$ cat src/rtl/alu_share_arbiter.sv
// alu_share_arbiter: shares one combinational ALU between the integer issue port (0)
// and the branch/address port (1). Round-robin grant, valid/ready on both request
// ports, and one registered result stage (depth one, no internal queue).
module alu_share_arbiter #(
  parameter int XLEN  = 32,
  parameter int TAG_W = 5
) (
  input  logic             clock_in,
  input  logic             reset_in,
  input  logic             req0_valid_in,
  output logic             req0_ready_out,
  input  logic [XLEN-1:0]  req0_a_in,
  input  logic [XLEN-1:0]  req0_b_in,
  input  logic [3:0]       req0_uop_in,
  input  logic [TAG_W-1:0] req0_tag_in,
  input  logic             req1_valid_in,
  output logic             req1_ready_out,
  input  logic [XLEN-1:0]  req1_a_in,
  input  logic [XLEN-1:0]  req1_b_in,
  input  logic [3:0]       req1_uop_in,
  input  logic [TAG_W-1:0] req1_tag_in,
  output logic [XLEN-1:0]  alu_a_out,
  output logic [XLEN-1:0]  alu_b_out,
  output logic [3:0]       alu_uop_out,
  input  logic [XLEN-1:0]  alu_result_in,
  output logic             res_valid_out,
  input  logic             res_ready_in,
  output logic [XLEN-1:0]  res_data_out,
  output logic             res_src_out,
  output logic [TAG_W-1:0] res_tag_out
);

  logic             r_last_grant;
  logic             r_res_valid;
  logic [XLEN-1:0]  r_res_data;
  logic             r_res_src;
  logic [TAG_W-1:0] r_res_tag;

  logic             w_grant_valid;
  logic             w_grant_sel;
  logic             w_accept;
  logic [TAG_W-1:0] w_grant_tag;

  // Round-robin grant: a lone requester always wins; on contention the port that
  // did not win the last accepted op goes first.
  always_comb begin
    w_grant_valid = 1'b0;
    w_grant_sel   = 1'b0;
    case ({req1_valid_in, req0_valid_in})
      2'b01: begin
        w_grant_valid = 1'b1;
        w_grant_sel   = 1'b0;
      end
      2'b10: begin
        w_grant_valid = 1'b1;
        w_grant_sel   = 1'b1;
      end
      2'b11: begin
        w_grant_valid = 1'b1;
        w_grant_sel   = ~r_last_grant;
      end
      default: begin
        w_grant_valid = 1'b0;
        w_grant_sel   = 1'b0;
      end
    endcase
  end

  // Accept only when the output stage is empty or being drained this cycle;
  // reset suppresses every handshake.
  assign w_accept = w_grant_valid && (!r_res_valid || res_ready_in) && !reset_in;

  assign req0_ready_out = w_accept && (w_grant_sel == 1'b0);
  assign req1_ready_out = w_accept && (w_grant_sel == 1'b1);

  // Operand mux to the ALU; with no grant port 0 is driven so the ALU inputs stay deterministic.
  always_comb begin
    alu_a_out   = req0_a_in;
    alu_b_out   = req0_b_in;
    alu_uop_out = req0_uop_in;
    w_grant_tag = req0_tag_in;
    if (w_grant_valid && w_grant_sel) begin
      alu_a_out   = req1_a_in;
      alu_b_out   = req1_b_in;
      alu_uop_out = req1_uop_in;
      w_grant_tag = req1_tag_in;
    end else begin
      alu_a_out   = req0_a_in;
      alu_b_out   = req0_b_in;
      alu_uop_out = req0_uop_in;
      w_grant_tag = req0_tag_in;
    end
  end

  // Output stage and priority pointer: load on accept, clear valid on a pure drain,
  // hold everything (including priority) under backpressure or idle.
  always_ff @(posedge clock_in) begin
    if (reset_in) begin
      r_last_grant <= 1'b1;
      r_res_valid  <= 1'b0;
      r_res_data   <= {XLEN{1'b0}};
      r_res_src    <= 1'b0;
      r_res_tag    <= {TAG_W{1'b0}};
    end else if (w_accept) begin
      r_last_grant <= w_grant_sel;
      r_res_valid  <= 1'b1;
      r_res_data   <= alu_result_in;
      r_res_src    <= w_grant_sel;
      r_res_tag    <= w_grant_tag;
    end else if (r_res_valid && res_ready_in) begin
      r_res_valid  <= 1'b0;
    end
  end

  assign res_valid_out = r_res_valid;
  assign res_data_out  = r_res_data;
  assign res_src_out   = r_res_src;
  assign res_tag_out   = r_res_tag;

endmodule

$ cat config.mk
export PLATFORM = sky130hd
export DESIGN_NAME = alu_share_arbiter
export DESIGN_NICKNAME = d
export VERILOG_FILES = /design/src/rtl/alu_share_arbiter.sv
export SDC_FILE = /design/constraint.sdc
export NUM_CORES = 1
export LEC_CHECK = 0
export ABC_CLOCK_PERIOD_IN_PS = 2800
export BUFFER_PORTS_ARGS = -buffer_cell sky130_fd_sc_hd__buf_2
export CORE_AREA = 2 2 112 114
export DETAILED_ROUTE_END_ITERATION = 8
export DIE_AREA = 0 0 114 116
export SLEW_MARGIN = 20
export SYNTH_ARGS = -nofsm -noshare
export SYNTH_HDL_FRONTEND = slang
export SYNTH_SLANG_ARGS = --single-unit
$ cat constraint.sdc
create_clock -name clock_in -period 2.8 [get_ports clock_in]
set_clock_uncertainty 0.15 [all_clocks]
set_input_delay 0.42 -clock clock_in [delete_from_list [all_inputs] [get_ports clock_in]]
set_output_delay 0.42 -clock clock_in [all_outputs]
set_load 0.03 [all_outputs]
==> run summary <==
The run finished with clean final reports. The clock passes through at most 2 buffers. The path type of the worst setup path is reg2out. The count of boundary I/O pins is 292. The end point of the most critical hold path is res_data_out[14]$_SDFFE_PP0P_. The library cells used most frequently in the layout, excluding fill and tap cells, are 291 x buf_2, 214 x nand2_1, 40 x dfxtp_1.

In the final timing run, aggregate negative setup slack is 0 ns. On the critical path, the stage with the largest delay is an instance of dfxtp_1. The reported max-cap violation count came out at 0. In this run the worst hold path is classified as in2reg. The via count of the first global-routing pass is 2771. The max-slew violation count is 0. The post-synth design cell area came out at 2210 µm². The worst register-to-register path begins at res_valid_out$_SDFFE_PP0P_. The area occupied by registers came out at 801 µm².

Setup slack on the worst reg-to-reg path comes out at 0.78 ns. Summing over every cut layer, the via total after detailed routing is 3183. The die outline area is 13200 µm². The number of placement rows is 40. The global-route total usage across every layer is 12.8%. The number of cells produced by synthesis is 336.

The worst setup path is launched from a flop. Summed over all nets, the half-perimeter wirelength after detailed placement is 7770 µm. The share of the yosys chip area belonging to registers came out at 36.2%. The cell occurring most often along the worst timing path is nand2_1. The final net count is 798. 0 antenna diodes ended up in the layout.

The remaining max-slew budget at the tightest pin is 36.9%. The count of buffers inserted at the top-level ports came out at 291. CTS placed an instance of clkbuf_16 at the clock tree root. The worst setup timing slack at the placement stage came out at 0.607 ns.

The startpoint identified for the worst hold timing path is alu_result_in[14]. The number of fill cells in the layout is 1333. The fmax came out at 434 MHz.

The initial antenna violation count is 1. The global-route wire length before repair is 13400 µm. The share of final-layout standard cells stronger than drive strength 1 is 50.2%. The required arrival time at the worst endpoint is 2.23 ns. The final worst slack is 0.494 ns. In the final routed layout, each cell accounts on average for 12.6 µm.

The via density per instance is 4.17. The DRC violation count after routing is 0. The highest ir drop seen on vdd came out at 0.000262 V. In this run the worst path has a maximum fanout of 46. Routability-driven placement finished with a final weighted congestion of 0.792. The die outline width came out at 114 µm. The violation count after the first detailed-routing iteration came out at 108. For the pin with the worst max-slew slack, the measured transition is 0.943 ns. Of the available clock period, the critical path in the final layout requires 82.4%. The final-report setup violation count is 0. Among all flip-flop cells after synthesis, the most frequent one is dfxtp_1. The number of warnings issued by yosys came out at 0. The final cell area excluding filler cells came out at 3950 µm².

The total routed wirelength came out at 9640 µm. In the synthesized netlist the async set-or-reset flop fraction comes to 0%. In this run, CTS created clock tree buffers numbering 5. Walking the worst path, the cells encountered are a21bo_2 -> buf_4 -> nand2_1 -> nand2_1 -> buf_2. The number of enable flip-flop cells after synthesis came out at 0. The H-tree level count came out at 2. The areal power density over the cells came out at 525 nW/µm². The final global-route overflow total came out at 0.

The area overhead of the layout relative to synthesis is 78.7%. The maximum number of pins on one net before global-route repair is 51. Setup repair after global routing left no endpoint under its margin. The count of instances resized after the clock tree is built came out at 0.

For this configuration, the core starts out at a cell density of 18.6%. The number of different library cells in the post-synthesis netlist came out at 22. The net count after synthesis came out at 519. The mean cell area of the mapped netlist is 6.58 µm². STA puts the critical path data arrival time at 1.74 ns. The stage delay of the slowest cell on the critical path came out at 0.41 ns. The count of final hold-check violations came to 0.

The non-filler instance count after layout is 763. For this run, the detailed router's first-pass iteration total came to 4. The number of placed instances, taps included came out at 755. The depth of the worst hold-timing path is 2. The number of clock sinks is 40.

The library cell used most frequently in the layout, excluding fill and tap cells, is buf_2. From bottom edge to top edge, the die measures 116 µm. The post-CTS setup buffer count is 0.

The clock reaches the later pin of the worst-skew pair after 0.28 ns. The number of nets with antenna violations after detailed routing is 0. The area of the multi-input gates is 1280 µm². In this run the critical register-to-register path is captured at res_data_out[20]$_SDFFE_PP0P_. The region available for standard cell placement spans 11900 µm². The minimum clock period after layout came out at 2.31 ns. For the worst flop-to-flop path, the logic depth is 4. The clock-pin slew on the worst setup and hold paths is 0.06 ns. The reported leakage power is 2.43 nW. The placement-stage cell area came out at 3780 µm². STA classifies the critical path endpoint as a primary output. The hold buffer count at cts is 0.

TritonCTS built the clock tree. The register bit count reported by yosys is 40.
per-layer routing:
layer / routed length (µm) / track usage, % / share of wire, %
met1: 3900 / 14.9 / 40
met2: 4950 / 24.4 / 51
met3: 716 / 2.46 / 7.4
met4: 57 / 2.68 / 0.59
met5: 13 / 0 / 0.13
flip-flops by register name (all words and copies together) (netlist names):
signal / cells
res_data_out: 32
res_tag_out: 5
r_last_grant: 1
res_src_out: 1
res_valid_out: 1
critical path, delay by kind of cell, from the launching register on:
kind | cells | cell delay, ns
buffers and inverters | 2 | 0.60
AOI/OAI and AO/OA | 1 | 0.21
and+or+nand+nor | 2 | 0.20
DFF | 1 | 0.41
where the power goes:
group          switching (W)  internal [W]
registers          0.0000223      0.000613
clock network       0.000221      0.000419
logic               0.000522      0.000275
kinds of logic after synthesis:
| family | Yosys count | share of synthesized area (%) |
|---|---|---|
| DFF | 40 | 36.2 |
| and+or+nand+nor | 221 | 39.0 |
| AOI/OAI and AO/OA | 48 | 18.4 |
| buffers and inverters | 27 | 6.40 |
metrics by stage:
step | util, % | total power, W | hold slack [ns]
after floorplan | - | 0.00114 | 0.290
after global placement | 31.8 | 0.00145 | 0.281
after detailed placement | 31.8 | 0.00145 | 0.292
after CTS | 33.2 | 0.00209 | 0.200
after global routing | 33.2 | 0.00218 | 0.198
final | 33.2 | 0.00207 | 0.202
synthesized netlist by cell type, types with 2 or more instances:
master,instances,area (µm²)
nand2_1,214,803
a31oi_1,5,31.3
buf_2,8,40.0
a311oi_1,5,43.8
dfxtp_1,40,801
inv_1,2,7.51
clkbuf_1,2,7.51
buf_1,11,41.3
buf_6,4,45.0
a21oi_1,2,10.0
a22o_1,32,280
how the worst max path moves through the flow:
stage | from | to | cells after the start
3_3_place_gp | req1_valid_in | req0_ready_out | 5
6_report | r_last_grant$_SDFFE_PP1P_ | alu_b_out[23] | 5
4_1_cts | r_last_grant$_SDFFE_PP1P_ | alu_b_out[23] | 5
5_1_grt | r_last_grant$_SDFFE_PP1P_ | alu_b_out[22] | 5
2_1_floorplan | req1_valid_in | req0_ready_out | 3
3_5_place_dp | req1_valid_in | alu_b_out[23] | 6
final cells by class:
cell class | instances | share of cell area [%]
sequential | 40 | 20.3
timing repair buffer | 297 | 38.3
multi-input combinational | 269 | 32.4
clock buffer | 6 | 3.26
clock inverter | 2 | 0.887
tap | 147 | 4.66
inverter | 2 | 0.190
Note: power is estimated with default switching activity, not from simulation.
